<file path="config.mk">
export PLATFORM = sky130hd
export DESIGN_NAME = sqrt_rr_arbiter
export DESIGN_NICKNAME = d
export VERILOG_FILES = /design/src/rtl/sqrt_rr_arbiter.sv
export SDC_FILE = /design/constraint.sdc
export NUM_CORES = 1
export LEC_CHECK = 0
export CAP_MARGIN = 0
export CORE_ASPECT_RATIO = 2
export CORE_MARGIN = 2
export CORE_UTILIZATION = 51
export CTS_CLUSTER_DIAMETER = 200
export CTS_CLUSTER_SIZE = 12
export DETAILED_ROUTE_END_ITERATION = 7
export HOLD_SLACK_MARGIN = 0.05
export PLACE_DENSITY = 0.74
export SYNTH_ARGS = -nofsm -noshare
export SYNTH_HDL_FRONTEND = slang
export SYNTH_SLANG_ARGS = --single-unit
</file>
<file path="constraint.sdc">
create_clock -name clk -period 4.4 [get_ports clk]
set_clock_uncertainty 0.2 [all_clocks]
set_input_delay 0.88 -clock clk [delete_from_list [all_inputs] [get_ports clk]]
set_output_delay 0.88 -clock clk [all_outputs]
set_load 0.05 [all_outputs]
</file>
<file path="src/rtl/sqrt_rr_arbiter.sv">
// Round-robin arbiter that shares one 3-to-8 enable decoder among eight
// requesters. These are the square-root approximation stages and the host load port.
// It drives the decoder index/enable and a registered one-hot grant. Every
// release is followed by one idle cycle, and a grant can be held at most
// MAX_HOLD cycles.
module sqrt_rr_arbiter #(
    parameter int MAX_HOLD = 255,
    parameter int HOLD_W   = 8
) (
    input  logic       clk,
    input  logic       rst,
    input  logic [7:0] req,
    input  logic       rel,
    output logic [2:0] sel,
    output logic       sel_en,
    output logic [7:0] gnt,
    output logic       busy,
    output logic       timeout_err
);

    typedef enum logic {IDLE, GRANT} state_t;

    // The timeout fires on the edge where the counter reaches MAX_HOLD-1.
    // This gives exactly MAX_HOLD granted cycles, counting the grant cycle itself.
    localparam bit              TIMEOUT_EN = (MAX_HOLD != 0);
    localparam logic [HOLD_W-1:0] HOLD_LAST =
        (MAX_HOLD == 0) ? '0 : HOLD_W'(MAX_HOLD - 1);

    state_t             state_q, state_d;
    logic [2:0]         last_q, last_d;
    logic [HOLD_W-1:0]  hold_q, hold_d;
    logic [2:0]         sel_q, sel_d;
    logic               sel_en_q, sel_en_d;
    logic [7:0]         gnt_q, gnt_d;
    logic               to_q, to_d;

    logic               win_vld;
    logic [2:0]         win_idx;
    logic [2:0]         cand;

    // Find the first requester after the last served index, wrapping 7 -> 0.
    always_comb begin
        win_vld = 1'b0;
        win_idx = last_q;
        cand    = '0;
        for (int i = 1; i <= 8; i++) begin
            cand = last_q + 3'(i);
            if (!win_vld && req[cand]) begin
                win_vld = 1'b1;
                win_idx = cand;
            end
        end
    end

    // Compute the next state and the next registered outputs.
    // A dropped request is treated like rel. Release takes priority over timeout.
    always_comb begin
        state_d  = state_q;
        last_d   = last_q;
        hold_d   = hold_q;
        sel_d    = sel_q;
        sel_en_d = sel_en_q;
        gnt_d    = gnt_q;
        to_d     = 1'b0;
        case (state_q)
            IDLE: begin
                if (win_vld) begin
                    state_d  = GRANT;
                    sel_d    = win_idx;
                    sel_en_d = 1'b1;
                    gnt_d    = 8'b1 << win_idx;
                    hold_d   = '0;
                end else begin
                    sel_en_d = 1'b0;
                    gnt_d    = '0;
                end
            end
            GRANT: begin
                if (rel || !req[sel_q]) begin
                    state_d  = IDLE;
                    sel_en_d = 1'b0;
                    gnt_d    = '0;
                    last_d   = sel_q;
                end else if (TIMEOUT_EN && (hold_q == HOLD_LAST)) begin
                    state_d  = IDLE;
                    sel_en_d = 1'b0;
                    gnt_d    = '0;
                    last_d   = sel_q;
                    to_d     = 1'b1;
                end else begin
                    hold_d   = hold_q + 1'b1;
                end
            end
            default: begin
                state_d  = IDLE;
                sel_en_d = 1'b0;
                gnt_d    = '0;
            end
        endcase
    end

    // State and output registers. Reset gives index 0 first priority.
    always_ff @(posedge clk) begin
        if (rst) begin
            state_q  <= IDLE;
            last_q   <= 3'd7;
            hold_q   <= '0;
            sel_q    <= '0;
            sel_en_q <= 1'b0;
            gnt_q    <= '0;
            to_q     <= 1'b0;
        end else begin
            state_q  <= state_d;
            last_q   <= last_d;
            hold_q   <= hold_d;
            sel_q    <= sel_d;
            sel_en_q <= sel_en_d;
            gnt_q    <= gnt_d;
            to_q     <= to_d;
        end
    end

    assign sel         = sel_q;
    assign sel_en      = sel_en_q;
    assign gnt         = gnt_q;
    assign busy        = sel_en_q;
    assign timeout_err = to_q;

endmodule

</file>
Yosys cells after proc, flatten, opt, wreduce, memory -nomap -nowiden

Index checks and enable logic that the tools add are counted.

Reduce and logical (&&, ||, !) cells: 21
Order comparisons: 9
Bitwise operators: 1
Div/mod/pow operators: 0
Equality and inequality tests: 5
Shift operators: 1
Muxes and demuxes: 52
Multipliers: 0
Add/sub/neg operators: 8

Operators with widths:

| operator                                                   | number |
|---|---|
| 2-to-1 mux 8 bit                                           | 6 |
| less-than comparator 3 x 4 -> 1 bit, second input constant | 9 |
| one-hot mux 8 bit (2 select lines)                         | 2 |
| 2-to-1 mux 3 bit                                           | 10 |
| binary-select mux 1 bit (select 3 bit)                     | 9 |
| 2-to-1 mux 1 bit                                           | 23 |
| adder 3 bit, second input constant                         | 4 |
| adder 8 x 1 -> 8 bit, second input constant                | 1 |
| equality test 8 bit, second input constant                 | 1 |
| logical NOT 1 bit                                          | 8 |
| left shift 1 x 3 -> 8 bit, first input constant            | 1 |
| logical AND 1 bit                                          | 7 |
| adder 3 x 2 -> 3 bit, second input constant                | 2 |
| != test 2 bit, second input constant                       | 3 |
| one-hot mux 1 bit (2 select lines)                         | 2 |
| AND reduction 2 bit                                        | 2 |
| adder 3 x 1 -> 3 bit, second input constant                | 1 |
| != test 3 x 1 -> 1 bit, second input constant              | 1 |
| AND reduction 3 bit                                        | 1 |
| OR reduction 3 bit                                         | 1 |
| nonzero test 2 bit                                         | 1 |
| logical OR 1 bit                                           | 1 |
| inverter 1 bit                                             | 1 |

Bits in writable memories: 0
Flip-flop bits (word level): 25
Bits in latches: 0
ROM bits: 0
Memories kept: 0

Depth between registers and ports, before layout

Gate-level depths: netlist (run 1).

Word-level depth: 28
Gate-level depth with buffers: 13
Mapped depth without buffers: 9

Worst setup path before layout (run 1)

No wires, ideal clock.

Path type: register -> register
From: register last_q[1]
To: register gnt_q[4] (netlist: gnt[4])
Clock period less this slack: 3703 ps
Path slack: 697 ps
Library setup time: 117 ps
Data required time: 4083 ps
Arrival: 3385 ps
Cell stages (with the launch flop): 13
Cells stage by stage: dfxtp_1 -> buf_2 -> inv_1 -> ha_1 -> buf_6 -> mux2_1 -> mux4_2 -> nor4b_4 -> and3_1 -> a211oi_1 -> or3_1 -> buf_2 -> a32o_1

Cells in the longest elaborated chain, start to end: 28
Elaborated cells between the ends (all ways): 56

RTL lines:

| what                                   | RTL line | source |
|---|---|---|
| start, declared                        | 30       | `logic [2:0] last_q, last_d;` |
| start signal, assigned                 | 114      | `last_q <= last_d;` |
| adder 3 x 1 -> 3 bit                   | 47       | `cand = last_q + 3'(i);` |
| binary-select mux 1 bit (select 3 bit) | 48       | `if (!win_vld && req[cand]) begin` |
| 2-to-1 mux 1 bit (implied by the code) | 48       |  |
| 2-to-1 mux 1 bit                       | 48       |  |
| logical NOT 1 bit                      | 48       |  |
| logical AND 1 bit                      | 48       |  |
| 2-to-1 mux 1 bit                       | 48       |  |
| logical NOT 1 bit                      | 48       |  |
| [... 12 more ...]                      | --       |  |
| logical AND 1 bit                      | 48       |  |
| 2-to-1 mux 1 bit                       | 48       |  |
| logical NOT 1 bit                      | 48       |  |
| logical AND 1 bit                      | 48       |  |
| 2-to-1 mux 3 bit                       | 48       |  |
| left shift 1 x 3 -> 8 bit              | 71       | `gnt_d = 8'b1 << win_idx;` |
| 2-to-1 mux 8 bit *                     | 67       | `if (win_vld) begin` |
| one-hot mux 8 bit (2 select lines) *   | 65       | `case (state_q)` |
| end signal, assigned                   | 118      | `gnt_q <= gnt_d;` |
| end, declared                          | 34       | `logic [7:0] gnt_q, gnt_d;` |

Mark *: on every way between the ends. The rest lies on a longest branch, timed or not. The select of a mux whose other input is x is not followed.
A chain may end at the register's enable or synchronous reset.

Worst setup path in the final report (run 1)

From: input port req[5]
To: register gnt_q[1] (netlist: gnt[1])

Cells in the longest elaborated chain, start to end: 27
Elaborated cells between the ends (all ways): 55

RTL lines:

| what                                   | RTL line | source |
|---|---|---|
| start, declared                        | 12       | `input logic [7:0] req,` |
| binary-select mux 1 bit (select 3 bit) | 48       |  |
| 2-to-1 mux 1 bit (implied by the code) | 48       |  |
| 2-to-1 mux 1 bit                       | 48       |  |
| logical NOT 1 bit                      | 48       |  |
| logical AND 1 bit                      | 48       |  |
| 2-to-1 mux 1 bit                       | 48       |  |
| logical NOT 1 bit                      | 48       |  |
| logical AND 1 bit                      | 48       |  |
| [... 11 more ...]                      | --       |  |
| logical AND 1 bit                      | 48       |  |
| 2-to-1 mux 1 bit                       | 48       |  |
| logical NOT 1 bit                      | 48       |  |
| logical AND 1 bit                      | 48       |  |
| 2-to-1 mux 3 bit                       | 48       |  |
| left shift 1 x 3 -> 8 bit              | 71       |  |
| 2-to-1 mux 8 bit                       | 67       |  |
| one-hot mux 8 bit (2 select lines)     | 65       |  |

Parallel ways exist; a longest one is shown, timed or not. The select of a mux whose other input is x is not followed.

==> impl_results.md, run 1 <==
- Relative slew slack: between 60% and 70%
- Worst setup path class: in2reg
- Fraction of layout cells with a size suffix above 1: ~15%
- P&R area growth vs syn: 17.3%
- Antenna cell count: 0
- Cells after synthesis: just over 200
- Yosys cell types: 46
- Placer Congestion: 0.978
- Final Max Slew Viols: 0
- Comb power frac: between 60 and 70%
- Initial antenna violation count: 0
- CTS Hold Buffers Added: 0
- Pwr Density: 638 nW/µm²
- P_leak: between 0.8 and 0.9 nW
- Post-CTS Setup Repair Bufs: 0
- Most frequent cells in the layout: nor2_1, dfxtp_1, clkdlybuf4s50_1
- DRT antenna net count: 0
- Async SR Flop Fraction: 0%
- Max-cap violation count: 0
- Largest net degree at the start of global routing: 17
- CORE AREA: about 3800 µm²
- Post-route minimum period: roughly 3.8 ns
- Final Hold Viols: 0
- Vias/cell: a little over 6
- DR vias: around 1,800
- Total wire length: roughly 4.6 mm
- CTS buffer count: 3
- DR iter-0 viols: between 40 and 50
- Root Driver: clkbuf_8
- WP data arrival: approximately 3.8 ns
- H-Tree Depth: 1
- Int Pwr: 0.000764 W
- Simple-Gate Fraction of Synth Area: 19.9%
- Clock group share of total power: around a tenth
- Overall die height: between 90 and 100 µm
- DRT Pass-1 Iters: 4
- Final setup viols: 0
- First-pass GRT wire length: 7.90 mm
- FF+latch count, synth: 25
- Hold path depth: 2
- DR WL/cell: 16.3 µm
- Final cycle utilization of the critical path: a little under 90%
- CTS clk-pin slew, worst paths: ~0.09 ns
- Net Sw Power: about 0.00071 W
- Post-synth EDFFs: 0
- Port Buffer Count: 24
- Unrepaired setup endpoints after global routing: false
- Starting Density: ~52%
- Filler cells: ~370
- Horiz. Die Dim: around 48 µm
- I/O pins: 25
- Status: finished, final reports clean
- Max Fclk: 261 MHz
- Worst Slack Setup Final: 0.575 ns
- Nets@finish: about 250
- GRT overflow: 0
- Worst slew pin tran: between 0.5 and 0.6 ns
- Clk_lat worst skew: 0.27 ns
- Flop pwr share: a little over a fifth
- Dpl hpwl: approximately 3.6 mm
- Mux share of post-synthesis cell area: 30.0%
- Vias in the first global route: roughly 1,700
- Residual DRC: 0
- Synth Area in Adders: under 10%
- TritonCTS clock tree: done
- Synth Flop Type: dfxtp_1
- Syn Nets: approximately 220
- Setup TNS: 0 ns
- Synth Area in XOR/XNOR: under 10%
- Worst VDD drop: 490 µV
- Endpoint class of the critical path: flip-flop
- Tot GR Track Use: between 20% and 30%
- Rows: 32
- Sw Ratio: 48.2%
- Hold WC Path Type: reg2reg
- YS warnings: 0
- Synth Area per Inst: around 9.5 µm²
- Synth Cell Area: approximately 2000 µm²
- Register area share after synthesis: roughly a quarter
- FF-to-FF path depth: 9
- Clock Sinks: 25
- Compound-Gate Fraction of Synth Area: 12.8%
- Largest family of logic cells by synthesized area: multiplexers
- Post-CTS Resized: 0
- Commonest non-fill, non-tap cell in the layout: nor2_1
- Startpoint Class: input pin
- Max clock buf depth: 2
- Data required time of the worst path: 4.38 ns
- Worst slack, placed: 0.319 ns
- Die Area: approximately 4400 µm²
- Worst Path Max Fanout: 9
## Yosys cell counts, types with 2 or more instances
master	instances	area, µm²
a2111oi_0	2	17.5
a211oi_1	2	15.0
a21oi_1	3	15.0
a221oi_1	4	35.0
a22oi_1	2	15.0
a31oi_1	2	12.5
a32o_1	5	50.1
and2_1	3	18.8
and4_1	2	17.5
buf_2	4	20.0
clkbuf_1	2	7.51
dfxtp_1	25	500
ha_1	4	50.1
inv_1	10	37.5
mux2_1	5	56.3
mux2_2	4	45.0
mux2i_1	13	130
mux4_2	16	360
nand2_1	20	75.1
nand2b_1	2	12.5
nand3b_1	2	15.0
nand4_1	3	18.8
nor2_1	26	97.6
nor2b_1	3	18.8
nor3_1	4	20.0
nor4_1	3	18.8
o21a_1	2	15.0
o21ai_0	2	10.0
o31ai_1	4	30.0
or2_2	3	18.8
xnor2_1	9	78.8
xor2_1	2	17.5
## worst paths after layout
path	startpoint	endpoint	slack, ns
setup / recovery	req[5]	gnt[1]	0.58
hold / removal	gnt[3]	gnt[3]	0.26
setup reg to reg	last_q[0]	gnt[1]	0.61
hold reg to reg	gnt[3]	gnt[3]	0.26
## registers in the layout, summed over array words and instances, names as in the netlist
signal	flops
gnt	8
hold_q	8
last_q	3
sel	3
busy	1
state_q	1
timeout_err	1
## metal layers
layer	vias up	global-route usage (%)	part of all wire [%]
met5	-	0	0
met4	0	7.88	1.8
met3	9	3.15	3.5
met2	52	38.9	53
met1	852	30.8	41
li1	837	-	-
## final cells by class
type	instances	area, µm²	share of cell area, %
Timing Repair Buffer	29	278	12.0
Inverter	11	41.3	1.79
Multi-Input combinational cell	163	1380	59.8
Clock buffer	3	41.3	1.79
Clock inverter	1	5.00	0.216
Sequential cell	25	500	21.6
Tap cell	51	63.8	2.76
## kinds of logic after synthesis
logic type / count (synthesis)
AOI/OAI and AO/OA: 33
xor gates and xnor gates: 11
adders and majority gates: 4
buffers and inverters: 19
DFF: 25
muxes: 38
and+or+nand+nor: 77
## power groups by stage
stage	Sequential, W	Clock (W)	Combinational [W]
6_report	0.000324	0.000137	0.00101
5_1_grt	0.000333	0.000144	0.00109
4_1_cts	0.000326	0.000138	0.00101
3_5_place_dp	0.000331	0	0.000999
3_3_place_gp	0.000328	0	0.000994
2_1_floorplan	0.000450	0	0.000641
## per-stage QoR
stage	instances	area, µm²	hold slack [ns]	total power, W	utilization [%]
after floorplan	207	1970	0.252	0.00109	-
after global placement	279	2270	0.247	0.00132	60.2
after detailed placement	279	2270	0.252	0.00133	60.2
after CTS	283	2310	0.272	0.00147	61.4
after global routing	283	2310	0.295	0.00157	61.4
final	283	2310	0.264	0.00148	61.4
## critical path: stages
cell and delay (ns):
clkdlybuf4s50_1 0.55, mux4_2 0.60, mux2_2 0.35, nor4b_4 0.33, and3_1 0.21, a211oi_1 0.06, or3_1 0.53, o31ai_1 0.29
Note: power is estimated with default switching activity, not from simulation.
==> run 2: changes to the inputs <==
--- a/config.mk
+++ b/config.mk
@@ -5,11 +5,10 @@
 export SDC_FILE = /design/constraint.sdc
 export NUM_CORES = 1
 export LEC_CHECK = 0
-export CAP_MARGIN = 0
 export CORE_ASPECT_RATIO = 2
 export CORE_MARGIN = 2
 export CORE_UTILIZATION = 51
-export CTS_CLUSTER_DIAMETER = 200
+export CTS_CLUSTER_DIAMETER = 150
 export CTS_CLUSTER_SIZE = 12
 export DETAILED_ROUTE_END_ITERATION = 7
 export HOLD_SLACK_MARGIN = 0.05
==> results of run 2 <==
No change in the layout: final DEF, timing and power equal those of run 1.
==> run 3: changes to the inputs <==
--- a/config.mk
+++ b/config.mk
@@ -12,6 +12,7 @@
 export CTS_CLUSTER_SIZE = 12
 export DETAILED_ROUTE_END_ITERATION = 7
 export HOLD_SLACK_MARGIN = 0.05
+export MAX_ROUTING_LAYER = met4
 export PLACE_DENSITY = 0.74
 export SYNTH_ARGS = -nofsm -noshare
 export SYNTH_HDL_FRONTEND = slang
==> impl_results.md, run 3 (synthesized netlist as in run 1, its figures left out) <==
- Clock Sinks: 25 (unchanged)
- Worst Path Max Fanout: 9 (unchanged)
- First-pass GRT wire length: 7.40 mm (was 7.90 mm)
- Post-CTS Resized: 0 (unchanged)
- DR WL met3: 175 µm (was 161 µm)
- Worst setup path class: in2reg (unchanged)
- Unrepaired setup endpoints after global routing: false (unchanged)
- Root Driver: clkbuf_8 (unchanged)
- Hold WC Path Type: reg2reg (unchanged)
- DRT antenna net count: 0 (unchanged)
- Tot GR Track Use: 22.4% (was 23.8%)
- Largest net degree at the start of global routing: 16 (was 17)
- Post-CTS Setup Repair Bufs: 0 (unchanged)
- Dpl cell area: 2270 µm² (unchanged)
- Die Area: 4410 µm² (unchanged)
- WP data arrival: 3.77 ns (was 3.81 ns)
- Nets@finish: 248 (unchanged)
- DR WL/cell: 15.4 µm (was 16.3 µm)
- Relative slew slack: 60.8% (was 61.4%)
- CP Cell Sequence: clkdlybuf4s50_1, mux2_1, mux4_2, nor4b_4, and3_1, a211oi_1, or3_1, a32o_1 (was clkdlybuf4s50_1, mux4_2, mux2_2, nor4b_4, and3_1, a211oi_1, or3_1, o31ai_1)
- P&R area growth vs syn: 17.3% (about the same)
- Starting Density: 52.4% (unchanged)
- CTS clk-pin slew, worst paths: 0.08 ns (was 0.09 ns)
- Worst VDD drop: 521 µV (was 490 µV)
- Register area: 500 µm² (unchanged)
- Post-route minimum period: 3.81 ns (was 3.82 ns)
- Vias in the first global route: 1,641 (was 1,735)
- Total wire length: 4.36 mm (was 4.61 mm)
- CTS Hold Buffers Added: 0 (unchanged)
- Final Hold Viols: 0 (unchanged)
- Max Fclk: 263 MHz (was 261 MHz)
- GRT overflow: 0 (unchanged)
- DR iter-0 viols: 46 (was 44)
- Slowest CP cell: clkdlybuf4s50_1 (was mux4_2)
- TritonCTS clock tree: done (unchanged)
- Residual DRC: 0 (unchanged)
- Initial antenna violation count: 0 (unchanged)
- Final Max Slew Viols: 0 (unchanged)
- DR vias: 1,740 (was 1,750)
- Fin area: 2310 µm² (about the same)
- Vias/cell: 6.15 (was 6.18)
- Port Buffer Count: 24 (unchanged)
- Overall die height: 91.9 µm (unchanged)
- Multi-input logic area: 1380 µm² (unchanged)
- Commonest non-fill, non-tap cell in the layout: nor2_1 (unchanged)
- CORE AREA: 3760 µm² (unchanged)
- Top Metal Used: met4 (unchanged)
- H-Tree Depth: 1 (unchanged)
- Setup TNS: 0 ns (unchanged)
- Horiz. Die Dim: 48.0 µm (unchanged)
- Final setup viols: 0 (unchanged)
- Max-cap violation count: 0 (unchanged)
- WL met2: 2.29 mm (was 2.45 mm)
- CTS buffer count: 3 (unchanged)
- Most frequent cells in the layout: nor2_1, dfxtp_1, clkdlybuf4s50_1 (unchanged)
- Filler cells: 355 (was 366)
- Data required time of the worst path: 4.36 ns (was 4.38 ns)
- Worst slew pin tran: 0.588 ns (was 0.577 ns)
- P_leak: 0.828 nW (was 0.831 nW)
- Antenna cell count: 0 (unchanged)
- Placer Congestion: 0.963 (was 0.978)
- CP max stage delay: 0.55 ns (was 0.60 ns)
- Max clock buf depth: 2 (unchanged)
- I/O pins: 25 (unchanged)
- Clk_lat worst skew: 0.26 ns (was 0.27 ns)
- Status: finished, final reports clean (unchanged)
- Startpoint Class: input pin (unchanged)
- Fraction of layout cells with a size suffix above 1: 14.2% (was 14.7%)
- Endpoint class of the critical path: flip-flop (unchanged)
- M1 wire length: 1.85 mm (was 1.91 mm)
- Final cycle utilization of the critical path: 86.5% (was 86.9%)
- Rows: 32 (unchanged)
- Dpl hpwl: 3.45 mm (was 3.56 mm)
- Pwr Density: 632 nW/µm² (was 638 nW/µm²)
- DRT Pass-1 Iters: 4 (unchanged)
run 3: cell count changes in the layout (fill, tap and decap cells not counted):
cell      delta
clkbuf_1     +1
clkinv_2     -1
run 3: routing by layer:
layer / track usage, % / vias up
li1: - / 834
met1: 30.8 / 855
met2: 35.3 / 47
met3: 1.97 / 4
met4: 4.95 / 0
met5: - / -
run 3: layout make-up:
cell class | instances | share of cell area [%]
Multi-Input combinational cell | 163 | 59.8
Sequential cell | 25 | 21.7
Timing Repair Buffer | 29 | 12.0
Tap cell | 51 | 2.76
Clock buffer | 4 | 1.95
Inverter | 11 | 1.79
run 3: power breakdown:
group	internal [W]	switching (W)	leakage, nW
combinational	0.000426	0.000574	0.602
clock	0.0000646	0.0000692	0.0228
sequential	0.000275	0.0000507	0.204
run 3: through the flow:
step | hold WS (ns) | utilization (%) | setup slack, ns | power, W | std cells
after CTS | 0.263 | 61.4 | 0.604 | 0.00145 | 283
after global routing | 0.299 | 61.4 | 0.395 | 0.00155 | 283
after floorplan | 0.252 | - | 0.697 | 0.00109 | 207
after global placement | 0.254 | 60.2 | 0.367 | 0.00132 | 279
after detailed placement | 0.245 | 60.2 | 0.347 | 0.00132 | 279
final | 0.261 | 61.4 | 0.592 | 0.00146 | 283
run 3: final timing paths:
check	slack, ns	cells after the start	to	from
setup / recovery	0.59	8	gnt[6]	req[7]
hold / removal	0.26	2	gnt[1]	gnt[1]
setup reg to reg	0.60	9	gnt[6]	last_q[0]
hold reg to reg	0.26	2	gnt[1]	gnt[1]
run 3: worst max-delay path: cells and delay by family:
kind            cells  cell delay, ns
compound gates      2            0.32
buf+inv             1            0.55
simple gates        3            1.12
mux                 2            0.90
